**src/rtl/conv1d_pkg.sv**
```systemverilog
// Shared encodings for the 1D convolution sequencer: FSM states and error codes.
package conv1d_pkg;

    typedef enum logic [2:0] {
        IDLE,
        HDR,
        LOAD_KERNEL,
        STREAM,
        DRAIN,
        DONE,
        ERROR
    } state_e;

    typedef enum logic [1:0] {
        ERR_NONE = 2'd0,
        ERR_K    = 2'd1,
        ERR_N    = 2'd2,
        ERR_TMO  = 2'd3
    } err_e;

endpackage

```
**src/rtl/conv1d_seq_ctrl_if.sv**
```systemverilog
// Host, core and read-out signals of the convolution sequencer.
// slave = the sequencer, master = host/core side driving it.
interface conv1d_seq_ctrl_if #(
    parameter int DATA_WIDTH = 8,
    parameter int NUM_PE     = 16,
    parameter int ADDR_W     = 6
);
    localparam int PE_W = $clog2(NUM_PE) + 1;

    logic                  mem_wr_en;
    logic [ADDR_W-1:0]     mem_wr_addr;
    logic [DATA_WIDTH-1:0] mem_wr_data;
    logic                  start_conv;
    logic                  busy;
    logic                  conv_done;
    logic                  err;
    logic [1:0]            err_code;
    logic [ADDR_W:0]       out_count;
    logic [PE_W-1:0]       active_pe_count;
    logic                  kernel_load;
    logic [DATA_WIDTH-1:0] kernel_value;
    logic [DATA_WIDTH-1:0] x_in;
    logic                  x_valid;
    logic [DATA_WIDTH-1:0] y_out;
    logic                  y_valid;
    logic [DATA_WIDTH-1:0] out_data;
    logic                  out_valid;
    logic                  out_last;
    logic                  out_ready;

    modport slave (
        input  mem_wr_en, mem_wr_addr, mem_wr_data, start_conv, y_out, y_valid, out_ready,
        output busy, conv_done, err, err_code, out_count, active_pe_count,
               kernel_load, kernel_value, x_in, x_valid, out_data, out_valid, out_last
    );

    modport master (
        output mem_wr_en, mem_wr_addr, mem_wr_data, start_conv, y_out, y_valid, out_ready,
        input  busy, conv_done, err, err_code, out_count, active_pe_count,
               kernel_load, kernel_value, x_in, x_valid, out_data, out_valid, out_last
    );

endinterface

```
**src/rtl/conv_buf.sv**
```systemverilog
// Register array with one synchronous write port and one combinational read port.
// Contents are deliberately not reset.
module conv_buf #(
    parameter int DW    = 8,
    parameter int DEPTH = 64,
    parameter int AW    = 6
) (
    input  logic          clk,
    input  logic          we,
    input  logic [AW-1:0] waddr,
    input  logic [DW-1:0] wdata,
    input  logic [AW-1:0] raddr,
    output logic [DW-1:0] rdata
);

    logic [DW-1:0] mem_q [DEPTH];

    always_ff @(posedge clk) begin
        if (we) mem_q[waddr] <= wdata;
    end

    assign rdata = mem_q[raddr];

endmodule

```
**src/rtl/conv1d_seq_ctrl.sv**
```systemverilog
// Job sequencer for the 1D systolic convolution core: header check, kernel load,
// input stream, result capture with drain timeout, and valid/ready read-out.
module conv1d_seq_ctrl
    import conv1d_pkg::*;
#(
    parameter int DATA_WIDTH    = 8,
    parameter int NUM_PE        = 16,
    parameter int BUFFER_SIZE   = 64,
    parameter int ADDR_W        = 6,
    parameter int DRAIN_TIMEOUT = 32
) (
    input  logic             clk,
    input  logic             reset,
    conv1d_seq_ctrl_if.slave bus
);

    localparam int CW   = ADDR_W + 1;
    localparam int PE_W = $clog2(NUM_PE) + 1;
    localparam int TW   = $clog2(DRAIN_TIMEOUT + 1);
    localparam int HW   = DATA_WIDTH + 2;

    state_e                state_q, state_d;
    logic [CW-1:0]         k_q, k_d, n_q, n_d;
    logic [CW-1:0]         idx_q, idx_d;
    logic [CW-1:0]         cnt_q, cnt_d;
    logic [CW-1:0]         rd_q, rd_d;
    logic [DATA_WIDTH-1:0] hk_q, hk_d, hn_q, hn_d;
    logic [TW-1:0]         tmo_q, tmo_d;
    logic [1:0]            ec_q, ec_d;
    logic [PE_W-1:0]       apc_q, apc_d;

    logic                  busy, wr_ok, cap, out_valid;
    logic                  bad_k, bad_n;
    logic [HW-1:0]         hk_w, hn_w;
    logic [CW-1:0]         r_w;
    logic [ADDR_W-1:0]     jb_raddr;
    logic [DATA_WIDTH-1:0] jb_rdata, rb_rdata;

    assign busy  = (state_q == HDR) || (state_q == LOAD_KERNEL) ||
                   (state_q == STREAM) || (state_q == DRAIN);
    assign wr_ok = bus.mem_wr_en && !busy;
    assign r_w   = n_q - k_q + CW'(1);
    assign cap   = ((state_q == STREAM) || (state_q == DRAIN)) && bus.y_valid && (cnt_q < r_w);
    assign out_valid = (state_q == DONE) && (rd_q < cnt_q);

    // K and N are shadowed on host writes so HDR can check both in one cycle
    // while the single read port stays free for the kernel/input walk.
    assign hk_w  = HW'(hk_q);
    assign hn_w  = HW'(hn_q);
    assign bad_k = (hk_q == '0) || (hk_w > HW'(NUM_PE));
    assign bad_n = (hn_w < hk_w) || (hk_w + hn_w + HW'(2) > HW'(BUFFER_SIZE));

    always_comb begin
        if (state_q == STREAM) jb_raddr = ADDR_W'(k_q + idx_q + CW'(2));
        else                   jb_raddr = ADDR_W'(idx_q + CW'(2));
    end

    conv_buf #(.DW(DATA_WIDTH), .DEPTH(BUFFER_SIZE), .AW(ADDR_W)) u_job_buf (
        .clk   (clk),
        .we    (wr_ok),
        .waddr (bus.mem_wr_addr),
        .wdata (bus.mem_wr_data),
        .raddr (jb_raddr),
        .rdata (jb_rdata)
    );

    conv_buf #(.DW(DATA_WIDTH), .DEPTH(BUFFER_SIZE), .AW(ADDR_W)) u_res_buf (
        .clk   (clk),
        .we    (cap),
        .waddr (cnt_q[ADDR_W-1:0]),
        .wdata (bus.y_out),
        .raddr (rd_q[ADDR_W-1:0]),
        .rdata (rb_rdata)
    );

    always_comb begin
        state_d = state_q;
        k_d     = k_q;
        n_d     = n_q;
        idx_d   = idx_q;
        cnt_d   = cnt_q;
        rd_d    = rd_q;
        hk_d    = hk_q;
        hn_d    = hn_q;
        tmo_d   = tmo_q;
        ec_d    = ec_q;
        apc_d   = apc_q;

        if (wr_ok && bus.mem_wr_addr == ADDR_W'(0)) hk_d = bus.mem_wr_data;
        if (wr_ok && bus.mem_wr_addr == ADDR_W'(1)) hn_d = bus.mem_wr_data;
        if (cap) cnt_d = cnt_q + CW'(1);

        unique case (state_q)
            IDLE, DONE, ERROR: begin
                if (bus.start_conv) begin
                    state_d = HDR;
                    cnt_d   = '0;
                    rd_d    = '0;
                    idx_d   = '0;
                    ec_d    = ERR_NONE;
                end else if (out_valid && bus.out_ready) begin
                    rd_d = rd_q + CW'(1);
                end
            end
            HDR: begin
                if (bad_k) begin
                    state_d = ERROR;
                    ec_d    = ERR_K;
                end else if (bad_n) begin
                    state_d = ERROR;
                    ec_d    = ERR_N;
                end else begin
                    state_d = LOAD_KERNEL;
                    k_d     = CW'(hk_q);
                    n_d     = CW'(hn_q);
                    apc_d   = PE_W'(hk_q);
                    idx_d   = '0;
                end
            end
            LOAD_KERNEL: begin
                if (idx_q == k_q - CW'(1)) begin
                    state_d = STREAM;
                    idx_d   = '0;
                end else begin
                    idx_d = idx_q + CW'(1);
                end
            end
            STREAM: begin
                tmo_d = '0;
                if (idx_q == n_q - CW'(1)) begin
                    state_d = DRAIN;
                    idx_d   = '0;
                end else begin
                    idx_d = idx_q + CW'(1);
                end
            end
            DRAIN: begin
                // Timeout fires on the DRAIN_TIMEOUT-th quiet cycle.
                if (cnt_q == r_w) begin
                    state_d = DONE;
                end else if (bus.y_valid) begin
                    tmo_d = '0;
                end else if (tmo_q == TW'(DRAIN_TIMEOUT - 1)) begin
                    state_d = ERROR;
                    ec_d    = ERR_TMO;
                end else begin
                    tmo_d = tmo_q + TW'(1);
                end
            end
            default: state_d = IDLE;
        endcase
    end

    always_ff @(posedge clk or posedge reset) begin
        if (reset) begin
            state_q <= IDLE;
            k_q     <= '0;
            n_q     <= '0;
            idx_q   <= '0;
            cnt_q   <= '0;
            rd_q    <= '0;
            hk_q    <= '0;
            hn_q    <= '0;
            tmo_q   <= '0;
            ec_q    <= ERR_NONE;
            apc_q   <= '0;
        end else begin
            state_q <= state_d;
            k_q     <= k_d;
            n_q     <= n_d;
            idx_q   <= idx_d;
            cnt_q   <= cnt_d;
            rd_q    <= rd_d;
            hk_q    <= hk_d;
            hn_q    <= hn_d;
            tmo_q   <= tmo_d;
            ec_q    <= ec_d;
            apc_q   <= apc_d;
        end
    end

    // Data outputs are gated by their strobes so everything reads 0 outside use.
    assign bus.busy            = busy;
    assign bus.conv_done       = (state_q == DONE);
    assign bus.err             = (state_q == ERROR);
    assign bus.err_code        = ec_q;
    assign bus.out_count       = cnt_q;
    assign bus.active_pe_count = apc_q;
    assign bus.kernel_load     = (state_q == LOAD_KERNEL);
    assign bus.kernel_value    = (state_q == LOAD_KERNEL) ? jb_rdata : '0;
    assign bus.x_valid         = (state_q == STREAM);
    assign bus.x_in            = (state_q == STREAM) ? jb_rdata : '0;
    assign bus.out_valid       = out_valid;
    assign bus.out_data        = out_valid ? rb_rdata : '0;
    assign bus.out_last        = out_valid && (rd_q == cnt_q - CW'(1));

endmodule

```
**src/flat_wrapper.sv**
```systemverilog
// flat-port wrapper written by rule: the top's interface ports become plain ports
module conv1d_seq_ctrl_flat import conv1d_pkg::*;
#(
    parameter int DATA_WIDTH    = 8,
    parameter int NUM_PE        = 16,
    parameter int BUFFER_SIZE   = 64,
    parameter int ADDR_W        = 6,
    parameter int DRAIN_TIMEOUT = 32
)
  (clk, reset, bus_mem_wr_en, bus_mem_wr_addr, bus_mem_wr_data, bus_start_conv, bus_y_out, bus_y_valid, bus_out_ready, bus_busy, bus_conv_done, bus_err, bus_err_code, bus_out_count, bus_active_pe_count, bus_kernel_load, bus_kernel_value, bus_x_in, bus_x_valid, bus_out_data, bus_out_valid, bus_out_last);
  conv1d_seq_ctrl_if #(.DATA_WIDTH(DATA_WIDTH), .NUM_PE(NUM_PE), .ADDR_W(ADDR_W)) bus_i ();
  input  logic clk;
  input  logic reset;
  input wire logic [$bits(bus_i.mem_wr_en)-1:0] bus_mem_wr_en;
  input wire logic [$bits(bus_i.mem_wr_addr)-1:0] bus_mem_wr_addr;
  input wire logic [$bits(bus_i.mem_wr_data)-1:0] bus_mem_wr_data;
  input wire logic [$bits(bus_i.start_conv)-1:0] bus_start_conv;
  input wire logic [$bits(bus_i.y_out)-1:0] bus_y_out;
  input wire logic [$bits(bus_i.y_valid)-1:0] bus_y_valid;
  input wire logic [$bits(bus_i.out_ready)-1:0] bus_out_ready;
  output wire logic [$bits(bus_i.busy)-1:0] bus_busy;
  output wire logic [$bits(bus_i.conv_done)-1:0] bus_conv_done;
  output wire logic [$bits(bus_i.err)-1:0] bus_err;
  output wire logic [$bits(bus_i.err_code)-1:0] bus_err_code;
  output wire logic [$bits(bus_i.out_count)-1:0] bus_out_count;
  output wire logic [$bits(bus_i.active_pe_count)-1:0] bus_active_pe_count;
  output wire logic [$bits(bus_i.kernel_load)-1:0] bus_kernel_load;
  output wire logic [$bits(bus_i.kernel_value)-1:0] bus_kernel_value;
  output wire logic [$bits(bus_i.x_in)-1:0] bus_x_in;
  output wire logic [$bits(bus_i.x_valid)-1:0] bus_x_valid;
  output wire logic [$bits(bus_i.out_data)-1:0] bus_out_data;
  output wire logic [$bits(bus_i.out_valid)-1:0] bus_out_valid;
  output wire logic [$bits(bus_i.out_last)-1:0] bus_out_last;
  assign bus_i.mem_wr_en = bus_mem_wr_en;
  assign bus_i.mem_wr_addr = bus_mem_wr_addr;
  assign bus_i.mem_wr_data = bus_mem_wr_data;
  assign bus_i.start_conv = bus_start_conv;
  assign bus_i.y_out = bus_y_out;
  assign bus_i.y_valid = bus_y_valid;
  assign bus_i.out_ready = bus_out_ready;
  assign bus_busy = bus_i.busy;
  assign bus_conv_done = bus_i.conv_done;
  assign bus_err = bus_i.err;
  assign bus_err_code = bus_i.err_code;
  assign bus_out_count = bus_i.out_count;
  assign bus_active_pe_count = bus_i.active_pe_count;
  assign bus_kernel_load = bus_i.kernel_load;
  assign bus_kernel_value = bus_i.kernel_value;
  assign bus_x_in = bus_i.x_in;
  assign bus_x_valid = bus_i.x_valid;
  assign bus_out_data = bus_i.out_data;
  assign bus_out_valid = bus_i.out_valid;
  assign bus_out_last = bus_i.out_last;
  conv1d_seq_ctrl #(.DATA_WIDTH(DATA_WIDTH), .NUM_PE(NUM_PE), .BUFFER_SIZE(BUFFER_SIZE), .ADDR_W(ADDR_W), .DRAIN_TIMEOUT(DRAIN_TIMEOUT)) u_core (.clk(clk), .reset(reset), .bus(bus_i));
endmodule
```
**config.mk**
```make
export PLATFORM = sky130hd
export DESIGN_NAME = conv1d_seq_ctrl_flat
export DESIGN_NICKNAME = d
export VERILOG_FILES = /design/src/rtl/conv1d_pkg.sv /design/src/rtl/conv1d_seq_ctrl_if.sv /design/src/rtl/conv_buf.sv /design/src/rtl/conv1d_seq_ctrl.sv /design/src/flat_wrapper.sv
export SDC_FILE = /design/constraint.sdc
export NUM_CORES = 1
export LEC_CHECK = 0
export CORE_ASPECT_RATIO = 1.4
export CORE_MARGIN = 3
export CORE_UTILIZATION = 55
export DETAILED_ROUTE_END_ITERATION = 10
export MAX_ROUTING_LAYER = met4
export PLACE_DENSITY_LB_ADDON = 0.05
export SYNTH_ARGS = -nofsm -noshare
export SYNTH_HDL_FRONTEND = slang
export SYNTH_SLANG_ARGS = --single-unit
```
**constraint.sdc**
```tcl
create_clock -name clk -period 4.54 [get_ports clk]
set_clock_uncertainty 0.05 [all_clocks]
set_input_delay 0.454 -clock clk [delete_from_list [all_inputs] [get_ports clk]]
set_output_delay 0.454 -clock clk [all_outputs]
set_load 0.1 [all_outputs]
```
# After elaboration in Yosys (flattened, before gate mapping)
# Memories as Yosys holds them, arrays and structs flattened.
# Index checks and enable logic that the tools add are counted.
# totals
ff_bits	67
mem_bits_rw	1024
output_inout_bits	45
word_cells	126
mem_count	2
# op_classes
n_addsub	14
n_lt_le_gt_ge	5
n_eq_ne	24
n_mux	39
n_bitwise	2
n_reduce_logical	29
# mem_list
name	depth	word_bits	rd	rd_ports_with_merged_regs	wr	line	source
u_core.u_job_buf.mem_q	64	8	1	0	1	conv_buf.sv:16	logic [DW-1:0] mem_q [DEPTH];
u_core.u_res_buf.mem_q	64	8	1	0	1	conv_buf.sv:16	
# op_table
operator	n
two-way mux 7 bit	10
adder 7 x 1 -> 7 bit, second input constant	4
equality test 7 bit	4
one-hot mux 7 bit (4 select lines)	1
two-way mux 3 bit	8
two-way mux 6 bit	4
two-way mux 8 bit	3
subtractor 7 x 1 -> 7 bit, second input constant	3
one-hot mux 3 bit (5 select lines)	1
< comparator 7 bit	2
adder 6 x 2 -> 6 bit, second input constant	2
two-way mux 2 bit	6
!= test 2 bit, second input constant	6
one-hot mux 6 bit (2 select lines)	1
adder 10 x 2 -> 10 bit, second input constant	1
> comparator 10 x 7 -> 1 bit, second input constant	1
adder 8 x 8 -> 9 bit	1
equality test 3 bit, second input constant	3
!= test 3 bit, second input constant	3
> comparator 8 x 5 -> 1 bit, second input constant	1
logical AND 1 bit	8
zero test 8 bit	1
< comparator 8 bit	1
subtractor 7 bit	1
24 further kinds	37

# Longest topological paths before layout
# Gate-level depths: netlist of the first run.
# logic_depth
word_depth	8
mapped_depth	18
mapped_depth_nobuf	18

# Cells and area by module
# From an unflattened synthesis of the first run, not the netlist that was laid out.
# unflattened
cells_unflattened	2486
area_unflattened_um2	45461.1
# modules_own_cells
module	n_inst	cells_per_inst	area_each_um2	seq_area_each_um2
conv_buf	2	932	20006.7	15374.7
conv1d_seq_ctrl	1	622	5447.7	1551.5

# Least setup slack after synthesis of the first run
# Ideal clock, no wire load.
# synth_path
path_kind	reg-to-output
startpoint	register u_core.idx_q[1]
endpoint	output bus_kernel_value[6]
arrival_ns	5.765
setup_slack_ns	-1.729
stages_incl_launch_ff	15
n_path_buf	2
cell_sequence	dfrtp_1 -> inv_1 -> ha_1 -> inv_1 -> ha_1 -> fa_1 -> xnor2_1 -> nand2_1 -> nand2_1 -> clkbuf_1 -> clkbuf_1 -> mux2i_1 -> a21oi_1 -> o22ai_1 -> nor4_1
# synth_via
elab_chain_len	5
elab_cells_between_ends	6
classes_between	add/sub (3); mux (2); memory (1)
# synth_lines
element	line	source
start, declared	conv1d_seq_ctrl.sv:24	logic [CW-1:0] idx_q, idx_d;
start signal, assigned	conv1d_seq_ctrl.sv:171	idx_q <= idx_d;
adder 6 bit	conv1d_seq_ctrl.sv:54	if (state_q == STREAM) jb_raddr = ADDR_W'(k_q + idx_q + CW'(2));
adder 6 x 2 -> 6 bit	conv1d_seq_ctrl.sv:54	
two-way mux 6 bit *	conv1d_seq_ctrl.sv:54	
memory (64 x 8 bit) *	-	
two-way mux 8 bit *	conv1d_seq_ctrl.sv:190	assign bus.kernel_value = (state_q == LOAD_KERNEL) ? jb_rdata : '0;
end, declared	flat_wrapper.sv:28	output wire logic [$bits(bus_i.kernel_value)-1:0] bus_kernel_value;
# Every way passes the cells marked *; elsewhere a longest branch is shown, timed or not.

# Worst setup path after layout of the first run
# layout_path
startpoint	register u_core.k_q[4]
endpoint	output bus_x_in[3]
# layout_via
elab_chain_len	5
# layout_lines
element	line	source
start, declared	conv1d_seq_ctrl.sv:23	logic [CW-1:0] k_q, k_d, n_q, n_d;
start signal, assigned	conv1d_seq_ctrl.sv:169	k_q <= k_d;
adder 6 bit	conv1d_seq_ctrl.sv:54	
adder 6 x 2 -> 6 bit	conv1d_seq_ctrl.sv:54	
two-way mux 6 bit	conv1d_seq_ctrl.sv:54	
memory (64 x 8 bit)	-	
two-way mux 8 bit	conv1d_seq_ctrl.sv:192	assign bus.x_in = (state_q == STREAM) ? jb_rdata : '0;
end, declared	flat_wrapper.sv:29	output wire logic [$bits(bus_i.x_in)-1:0] bus_x_in;
# No other way between the ends.

==> results of run 1 <==
[sequential cells by signal, summed over array words and instances (netlist names), 6 cells and up]
name                    cells
u_core.u_job_buf.mem_q    512
u_core.u_res_buf.mem_q    512
u_core.hk_q                 8
u_core.hn_q                 8
u_core.bus.out_count        7
u_core.idx_q                7
u_core.n_q                  7
u_core.rd_q                 7
u_core.tmo_q                6
[per-layer routing]
metal	global-route usage (%)	vias up
met5	-	-
met4	10.3	0
met3	3.33	225
met2	49.1	766
met1	31.3	12300
li1	-	10100
[per-stage QoR]
step                cells  cell area (um2)  util, %  setup TNS [ns]
finish               3738            52500     65.1               0
CTS                  3726            52200     64.7         -0.0445
detailed placement   3517            48100     59.6               0
global route         3738            52500     65.1          -0.131
global placement     3517            48100     59.6               0
floorplan            2338            45000        -               0
[what timing repair did]
item                                    4_1_cts  5_1_grt
cloned                                        6        2
buffers inserted                             15       10
hold buffers                                  0        0
pin swaps                                    26       27
gates resized for setup                      90       52
endpoints found under the setup margin       16       16
[final cells by class]
type,count,area share (%)
sequential,1086,61.5
multi-input combinational,1082,24.0
clock buffer,116,5.04
timing repair buffer,265,5.02
tap,1062,2.53
clock inverter,72,1.51
inverter,55,0.398
[cell families after synthesis]
group,count (synthesis)
AOI/OAI and AO/OA,201
xor gates and xnor gates,43
adders and majority gates,62
buffers and inverters,172
DFF,1086
muxes,349
and+or+nand+nor,425
[power groups by stage]
| stage | sequential (mW) | clock (mW) | combinational, mW |
|---|---|---|---|
| floorplan | 11.2 | 0 | 0.0219 |
| global placement | 11.2 | 0 | 0.222 |
| detailed placement | 11.2 | 0 | 0.234 |
| CTS | 10.9 | 8.87 | 0.234 |
| global route | 10.9 | 9.27 | 0.248 |
| finish | 10.9 | 8.74 | 0.231 |
[worst max path at each step]
stage                                endpoint  cells past startpoint  slack (ns)                           from
final                             bus_x_in[3]                     11        0.06                  u_core.k_q[4]
after global routing      bus_kernel_value[1]                     15       -0.04                u_core.idx_q[1]
after global placement            bus_x_in[2]                     12        0.13  u_core.bus.active_pe_count[1]
after detailed placement          bus_x_in[2]                     12        0.08  u_core.bus.active_pe_count[1]
after CTS                         bus_x_in[2]                     13       -0.02  u_core.bus.active_pe_count[1]
after floorplan           bus_kernel_value[6]                     14       0.003                u_core.idx_q[1]
[cell usage in the layout (no fill, tap or decap), types with 16 or more instances in the layout]
cell type,instances
mux2i_1,26
nand4_1,23
buf_12,37
nor2_1,164
edfxtp_1,1024
nor2b_1,34
inv_1,48
o21ai_0,26
a22oi_2,16
mux2_2,22
ha_1,55
nand2_1,48
nand3_1,34
clkdlybuf4s50_1,28
a21oi_1,35
buf_4,160
mux4_2,296
clkbuf_16,105
xnor2_1,28
nor3_1,22
a22oi_1,16
dfrtp_1,58
clkinv_2,18
buf_2,16
nand3_2,16
clkinv_1,20
==> summary.md, run 1 <==
| Metric | Value |
|---|---|
| Status | finished clean |
| Clk network pwr share | 43.9% |
| Via density | 6.26 |
| Worst Tran Pin Value | 1.15 ns |
| Power Internal | 16.0 mW |
| Startpoint class of the critical path | flop |
| # H-tree levels | 3 |
| Routed WL | 111000 um |
| Largest area contributor in the netlist | edfxtp_1 |
| Post-synth cell types | 76 |
| DRT Pass-1 Iters | 5 |
| Antenna Nets Post-Route | 0 |
| Top_reg_cell synth | edfxtp_1 |
| RSZ-0062 raised after global routing | yes |
| Final max-slew violation count | 0 |
| Synth warnings | 0 |
| Crit Path Class | reg2out |
| Hold path start | bus_mem_wr_data[7] |
| Hpwl dp | 72700 um |
| Most common cell in the netlist | edfxtp_1 |
| Synth cell count leaders | edfxtp_1, mux4_2, nor2_1 |
| Mux contribution to synthesized area | 16.1% |
| Max FO, Critical Path | 6 |
| Hold EP | u_core.u_job_buf.mem_q[27][7] |
| Share of cells above drive strength 1 | 31.4% |
| Post-Synth Adder-Cell Area | 1.78% |
| Clk buf depth | 3 |
| Die Area | 85200 um2 |
| Final period demand of the worst path | 4.48 ns |
| Mapped Area | 44900 um2 |
| Logic pwr share | 1.2% |
| Leakage | 17.3 nW |
| Initial Utilization | 55.7% |
| Main combinational cell family by area after synthesis | multiplexers |
| GPL Wtd Cong | 0.898 |
| Sequential Power Share | 55.0% |
| Hold/Removal Path Class | in2reg |
| Multi-input logic area | 12600 um2 |
| Setup WS pre-CTS | 0.0840 ns |
| Final Hold Violating Endpoints | 0 |
| CTS buffer count | 100 |
| Routed length per instance | 29.6 um |
| Cell count after synthesis | 2338 |
| Peak Freq | 223 MHz |
| Clk sinks | 1086 |
| Setup WS post-layout | 0.0604 ns |
| Number of fillers in the final layout | 5486 |
| Reg2reg path depth | 17 |
| Ant diodes | 0 |
| Via Count | 23400 |
| First-pass GRT wire length | 162000 um |
| Reg2reg end | u_core.u_res_buf.mem_q[56][2] |
| Slowest cell delay on critical path | 0.62 ns |
| Die H | 344 um |
| VDD IR max | 0.460 mV |
| Antenna violations before repair | 0 |
| Largest net degree at the start of global routing | 67 |
| Die W | 248 um |
| CTS tree | done |
| Worst R2R Setup Slack | 0.27 ns |
| Met3 WL | 5290 um |
| Metal-1 WL | 39300 um |
| CP top delay family | simple AND/OR/NAND/NOR gates |
| Critical Path Sink Type | output pin |
| Dominant cells by area after synthesis | edfxtp_1, mux4_2, dfrtp_1 |
| Clock transition at the registers of the reported paths | 0.07 ns |
| Setup-failing EPs final | 0 |
| Drc violations | 0 |
| Cell Pwr Density | 379 nW/um2 |
| Worst slew margin | 23.2% |
| Hold WS | 0.111 ns |
| Crit path max-delay cell type | or4_4 |
| Total core area | 80600 um2 |
| Total chip power | 19.9 mW |
| Crit Reg-Reg Startpoint | u_core.bus.active_pe_count[1] |
| Post-Synth XOR/XNOR Area | 0.839% |
| P_sw | 3.88 mW |
| Area grow syn2layout | 17.0% |
| WL met2 | 61100 um |
| Vias in the first global route | 24200 |
| Max Used Layer | met4 |
| Synth Area in Compound Gates | 3.09% |
| Register area | 32300 um2 |
| Iteration-0 DRC Markers | 2093 |
| Worst EP arrival | 3.98 ns |
| Avg Cell Area, Syn | 19.2 um2 |
| Buffers on Ports | 72 |
| # rows | 123 |
| Post-synth EDFFs | 1024 |
| Root buf cell | clkbuf_16 |
| Async SR Flop Fraction | 5.71% |
| GRT Residual Overflow | 0 |
| Net count after synthesis | 2428 |
| Share of the synthesized area in the top cell type | 68.5% |
| Later-pin clock latency in the skew report | 0.67 ns |
| Max-cap violations | 0 |
| Required @ worst endpoint | 4.04 ns |
| Top Ports | 73 |
| Register bit count reported by yosys | 1086 |
| Gr usage total | 27.3% |
| Buf+Inv Stages, Crit Path | 3 |
| Simple-gate share of the synthesized area | 4.62% |
| Final period util | 98.7% |
| Sw Share | 19.5% |
| Layout Nets | 2680 |
| Seq/Total Area, Yosys | 71.9% |
| Hold Crit Depth | 1 |
| Critical-path cell list | ha_1 -> ha_1 -> or4_4 -> a21oi_4 -> buf_4 -> buf_4 -> a22oi_2 -> nand4_1 -> nand3_1 -> nor2_2 -> buf_12 |
Power figures use the tool's default switching activity.
==> inputs of run 2 (changes only) <==
==> constraint.sdc (replaced) <==
create_clock -name clk -period 4.54 [get_ports clk]
set_clock_uncertainty 0.05 [all_clocks]
set_input_delay 0.454 -clock clk [delete_from_list [all_inputs] [get_ports clk]]
set_output_delay 0.454 -clock clk [all_outputs]
set_load 0.005 [all_outputs]
==> run 2 against run 1 <==
  * Register-to-register slack worse by 0.05 ns
  * Sequential power about the same
  * Largest power group unchanged
  * Worst hold slack worse by 0.066 ns
  * Global-route usage up 0.10 points
==> summary.md, run 2 (synthesis gave the netlist of run 1 again) <==
| Metric | Value |
|---|---|
| Status | finished clean |
| Final Hold Violating Endpoints | 0 (unchanged) |
| Drc violations | 0 (unchanged) |
| Max-cap violations | 0 (unchanged) |
| Die H | 344 um (unchanged) |
| Setup TNS | 0 ns (unchanged) |
| Routed length per instance | 29.2 um (-1.2%) |
| Area grow syn2layout | 16.7% |
| WL met2 | 60300 um (-1.2%) |
| Antenna Nets Post-Route | 0 (unchanged) |
| Clk buf depth | 3 (unchanged) |
| Max FO, Critical Path | 7 (+1) |
| Routed WL | 110000 um (-0.42%) |
| Commonest cells after routing, fill and taps aside | edfxtp_1, mux4_2, buf_4, nor2_1, clkbuf_16 |
| First-pass GRT wire length | 163000 um (+0.67%) |
| Hpwl dp | 72100 um (-0.83%) |
| Worst Tran Pin Value | 0.984 ns (-0.164 ns) |
| Final period demand of the worst path | 4.54 ns (+0.0555 ns) |
| Via Count | 23300 (-0.38%) |
| Clk sinks | 1086 (unchanged) |
| Cell Pwr Density | 375 nW/um2 (-0.97%) |
| Vias in the first global route | 24200 (-0.19%) |
| Gr usage total | 27.4% (+0.10 points) |
| Setup-failing EPs final | 0 (unchanged) |
| Via density | 6.19 (-1.2%) |
| GRT Residual Overflow | 0 (unchanged) |
| Largest net degree at the start of global routing | 67 (unchanged) |
| GPL Wtd Cong | 0.900 (+0.18%) |
| Layout Cells excl Fill | 3769 (+0.83%) |
| Later-pin clock latency in the skew report | 0.66 ns (about the same) |
| CTS buffer count | 99 (-1.0%) |
| Final period util | 99.9% (+1.2 points) |
| # H-tree levels | 3 (unchanged) |
| Required @ worst endpoint | 4.04 ns (about the same) |
| Hold WS | 0.0452 ns (-0.0660 ns) |
| Finished Core Util | 65.0% (-0.15 points) |
| # rows | 123 (unchanged) |
| Share of cells above drive strength 1 | 30.5% (-0.89 points) |
| Setup WS post-layout | 0.00487 ns (-0.0555 ns) |
| Met3 WL | 5490 um (+3.6%) |
| Buffers on Ports | 72 (unchanged) |
| Cts hold-fix bufs | 0 (unchanged) |
| Startpoint class of the critical path | flop |
| Peak Freq | 221 MHz (-1.2%) |
| Die W | 248 um (unchanged) |
| Top Ports | 73 (unchanged) |
| Worst EP arrival | 4.03 ns (+0.05 ns) |
| VDD IR max | 0.403 mV (-12%) |
| Worst slew margin | 34.4% (+11 points) |
| Largest registers | u_core.u_job_buf.mem_q: 512 flops, u_core.u_res_buf.mem_q: 512 flops |
| Iteration-0 DRC Markers | 1971 (-5.8%) |
| Antenna violations before repair | 1 (+1) |
| DRT Pass-1 Iters | 7 (+2) |
| CTS tree | done |
| Worst R2R Setup Slack | 0.22 ns (-0.05 ns) |
| Clock transition at the registers of the reported paths | 0.06 ns (about the same) |
| Crit Path Class | reg2out |
| Leakage | 17.3 nW (about the same) |
| Commonest non-fill, non-tap cell in the layout | edfxtp_1 |
| Total core area | 80600 um2 (unchanged) |
| Metal-1 WL | 40400 um (+2.7%) |
| Layout Nets | 2711 (+1.2%) |
| Hold/Removal Path Class | in2reg |
| Die Area | 85200 um2 (unchanged) |
| Setup WS pre-CTS | -0.176 ns (-0.260 ns) |
| Initial Utilization | 55.7% (unchanged) |
| Final max-slew violation count | 0 (unchanged) |
| Root buf cell | clkbuf_16 |
| Placed insts | 3538 (+0.60%) |
| Critical Path Sink Type | output pin |
| Max Used Layer | met4 |
| RSZ-0062 raised after global routing | yes |
## run 2: cell type report
type | instances | area (um2)
Timing Repair Buffer | 297 | 2800
Antenna cell | 2 | 5.00
Tap cell | 1062 | 1330
Clock buffer | 123 | 2640
Fill cell | 5481 | 28200
Inverter | 55 | 211
Multi-Input combinational cell | 1082 | 12400
Sequential cell | 1086 | 32300
Clock inverter | 62 | 671
## run 2: per-stage QoR
step,power [mW],area (um2)
global placement,11.4,47900
detailed placement,11.4,47900
CTS,19.8,52200
global route,20.2,52400
finish,19.7,52400
floorplan,11.2,44900
## run 2: path summary, 6_finish.rpt
path                                                    start                            end  depth (start not counted)
worst max-delay path                          u_core.idx_q[1]            bus_kernel_value[6]                         16
worst min-delay path                       bus_mem_wr_data[1]  u_core.u_job_buf.mem_q[30][1]                          1
worst max register to register  u_core.bus.active_pe_count[1]  u_core.u_res_buf.mem_q[11][0]                         17
worst min register to register                u_core.tmo_q[4]                u_core.tmo_q[4]                          1
max in group asynchronous                               reset                 u_core.rd_q[1]                          3
min in group asynchronous                               reset                u_core.tmo_q[5]                          2
## run 2: routing by layer
layer,vias to the layer above,global-route usage (%)
li1,10100,-
met1,12200,32.7
met2,794,48.5
met3,166,3.65
met4,0,9.00
met5,-,-
## run 2: report_power, final
part | total [mW] | internal, mW | switching, mW | leakage, nW
combinational | 0.215 | 0.0289 | 0.186 | 5.64
clock | 8.51 | 4.89 | 3.62 | 1.61
sequential | 10.9 | 10.9 | 0.000432 | 10.0
total | 19.7 | 15.9 | 3.81 | 17.3
## run 2: critical path: stages (launching register included)
cell and delay, ns:
dfrtp_1 0.36, inv_2 0.04, ha_1 0.26, inv_1 0.06
ha_4 0.16, fa_2 0.39, xnor2_4 0.18, and3_1 0.23
a32oi_4 0.24, a21oi_4 0.09, buf_6 0.16, a22oi_1 0.21
nand3_2 0.20, a21boi_2 0.27, nor4_2 0.08, buf_4 0.16
dlygate4sd2_1 0.26
## run 2: timing repair
action,CTS,global route
gates cloned,7,1
setup buffers,33,6
pin swaps,44,18
endpoints found under the setup margin,24,43
resized for setup,119,34
==> inputs of run 3 (changes only) <==
--- a/config.mk
+++ b/config.mk
@@ -7,7 +7,7 @@
 export LEC_CHECK = 0
 export CORE_ASPECT_RATIO = 1.4
 export CORE_MARGIN = 3
-export CORE_UTILIZATION = 55
+export CORE_UTILIZATION = 40
 export DETAILED_ROUTE_END_ITERATION = 10
 export MAX_ROUTING_LAYER = met4
 export PLACE_DENSITY_LB_ADDON = 0.05
==> run 3 against run 2 <==
  * First-iteration DRC count fell by 27%
  * Non-clock buffer count rose by 44
  * Sequential power about the same
  * Design area rose by 2.0%
  * Global-route usage decreased by 6.0 points
  * Clock power up 5.5%
  * Count of clock-buffer cells in the layout is 12 higher
  * Utilization is 17 points lower
  * Final cell count increased by 12%
  * Worst setup slack gained 0.098 ns
  * Critical endpoint is now bus_x_in[7]
  * Largest cell class unchanged
  * Highest routed layer unchanged
==> summary.md, run 3 (synthesis gave the netlist of run 1 again) <==
| Metric | Value |
|---|---|
| Layout Nets | 2765 (+2.0%) |
| Worst R2R Setup Slack | 0.26 ns (+0.04 ns) |
| Via Count | 23400 (+0.42%) |
| Initial Utilization | 40.5% (-15 points) |
| Worst EP arrival | 3.93 ns (-0.10 ns) |
| DRT Pass-1 Iters | 7 (unchanged) |
| Total core area | 111000 um2 (+37%) |
| Final period util | 97.7% (-2.2 points) |
| Antenna violations before repair | 0 (-1) |
| Die H | 402 um (+17%) |
| Crit path from | u_core.idx_q[1] |
| Startpoint class of the critical path | flop |
| GRT Residual Overflow | 0 (unchanged) |
| Later-pin clock latency in the skew report | 0.69 ns (+0.03 ns) |
| Final max-slew violation count | 0 (unchanged) |
| Die Area | 116000 um2 (+37%) |
| First-pass GRT wire length | 174000 um (+6.5%) |
| Die W | 289 um (+17%) |
| Hold WS | 0.136 ns (+0.0912 ns) |
| Dpl cell area | 48700 um2 (+1.7%) |
| Setup-failing EPs final | 0 (unchanged) |
| Final Hold Violating Endpoints | 0 (unchanged) |
| GPL Wtd Cong | 0.839 (-6.7%) |
| Status | finished clean |
| Peak Freq | 225 MHz (+2.2%) |
| Routed WL | 120000 um (+8.8%) |
| CTS buffer count | 109 (+10%) |
| Clk buf depth | 3 (unchanged) |
| Hpwl dp | 79000 um (+9.5%) |
| Vias in the first global route | 24600 (+1.6%) |
| Leakage | 17.6 nW (+1.9%) |
| Required @ worst endpoint | 4.04 ns (about the same) |
| Root buf cell | clkbuf_16 |
| Setup WS pre-CTS | -0.109 ns (+0.0667 ns) |
| # rows | 144 (+17%) |
| Max FO, Critical Path | 7 (unchanged) |
| # H-tree levels | 3 (unchanged) |
| Setup WS post-layout | 0.103 ns (+0.0983 ns) |
| Ant diodes | 0 (-2) |
| Number of fillers in the final layout | 9311 (+70%) |
| Share of cells above drive strength 1 | 33.0% (+2.5 points) |
| Drc violations | 0 (unchanged) |
| Clock transition at the registers of the reported paths | 0.06 ns (about the same) |
| CTS tree | done |
| Cell Pwr Density | 377 nW/um2 (+0.39%) |
| VDD IR max | 0.342 mV (-15%) |
| Area grow syn2layout | 19.1% |
| Crit Reg-Reg Startpoint | u_core.bus.active_pe_count[1] |
| Iteration-0 DRC Markers | 1431 (-27%) |
| Hold/Removal Path Class | in2async |
| Clk sinks | 1086 (unchanged) |
| RSZ-0062 raised after global routing | yes |
| Top Ports | 73 (unchanged) |
| Routed length per instance | 28.4 um (-3.0%) |
| Gr usage total | 21.4% (-6.0 points) |
| Commonest non-fill, non-tap cell in the layout | edfxtp_1 |
| Max-cap violations | 0 (unchanged) |
| Largest registers | u_core.u_job_buf.mem_q: 512 flops, u_core.u_res_buf.mem_q: 512 flops |
| Worst Tran Pin Value | 0.996 ns (+0.0119 ns) |
| Worst slew margin | 33.6% (-0.80 points) |
| Buffers on Ports | 72 (unchanged) |
| Antenna Nets Post-Route | 0 (unchanged) |
| Largest net degree at the start of global routing | 67 (unchanged) |
| Final period demand of the worst path | 4.44 ns (-0.0983 ns) |
| Critical Path Sink Type | output pin |
| Crit Path Class | reg2out |
| Via density | 5.54 (-10%) |
| Final instance area | 53500 um2 (+2.0%) |
| Commonest cells after routing, fill and taps aside | edfxtp_1, mux4_2, buf_4, nor2_1, clkbuf_16 |
[run 3: cell types whose count changed in the layout (fill, tap and decap cells not counted), sizes merged]
cell and delta:
buf +50, clkbuf +17, clkinv +10, dlygate4sd2 -5
bufbuf -3, clkdlybuf4s15 -3, bufinv -2, diode -2
inv -2
[run 3: layout make-up]
type	count	area [um2]	share of cell area, %
Clock buffer	135	2870	5.36
Clock inverter	68	699	1.31
Inverter	55	211	0.395
Multi-Input combinational cell	1082	12600	23.5
Sequential cell	1086	32300	60.4
Tap cell	1460	1830	3.42
Timing Repair Buffer	341	2980	5.57
[run 3: worst paths after layout]
kind,to,cells after the start
worst max-delay path,bus_x_in[7],16
worst min-delay path,u_core.tmo_q[2],2
worst max register to register,u_core.u_res_buf.mem_q[19][5],17
worst min register to register,u_core.tmo_q[4],1
max in group asynchronous,u_core.bus.active_pe_count[2],3
min in group clk,u_core.u_job_buf.mem_q[29][2],1
[run 3: worst max-delay path: stages, from the launching register on]
cell	delay [ns]
dfrtp_1	0.39
inv_4	0.04
ha_1	0.28
inv_2	0.04
ha_4	0.15
fa_2	0.39
xnor2_4	0.18
or4_4	0.44
a21oi_2	0.17
buf_6	0.16
buf_4	0.12
a22oi_2	0.07
nand3_2	0.13
a21boi_2	0.07
buf_4	0.14
nor3_4	0.21
clkdlybuf4s15_1	0.24
[run 3: metrics by stage]
stage | cells | power, mW | TNS (ns) | util [%]
floorplan | 2338 | 11.2 | 0 | -
global placement | 3983 | 11.4 | -0.0320 | 44.0
detailed placement | 3983 | 11.4 | -0.311 | 44.0
CTS | 4213 | 20.4 | -0.0932 | 48.0
global route | 4227 | 20.8 | -0.322 | 48.3
finish | 4227 | 20.2 | 0 | 48.3
[run 3: power by group]
group          internal (mW)  switching, mW
combinational         0.0288          0.200
sequential              11.0       0.000408
clock                   5.13           3.84
[run 3: metal layers]
layer | up-vias | share of wire (%) | global-route usage [%]
li1 | 10200 | - | -
met1 | 12500 | 38 | 24.6
met2 | 508 | 56 | 38.6
met3 | 170 | 3.0 | 2.20
met4 | 0 | 3.4 | 7.56
met5 | - | 0 | -
[run 3: timing repair]
| action | CTS | global route |
|---|---|---|
| endpoints found under the setup margin | 24 | 16 |
| hold buffers | 0 | 0 |
| cloned | 4 | 1 |
| pin swaps | 43 | 15 |
| gates resized for setup | 139 | 64 |
| setup buffers | 23 | 15 |
| endpoints found under the hold margin | 0 | 0 |
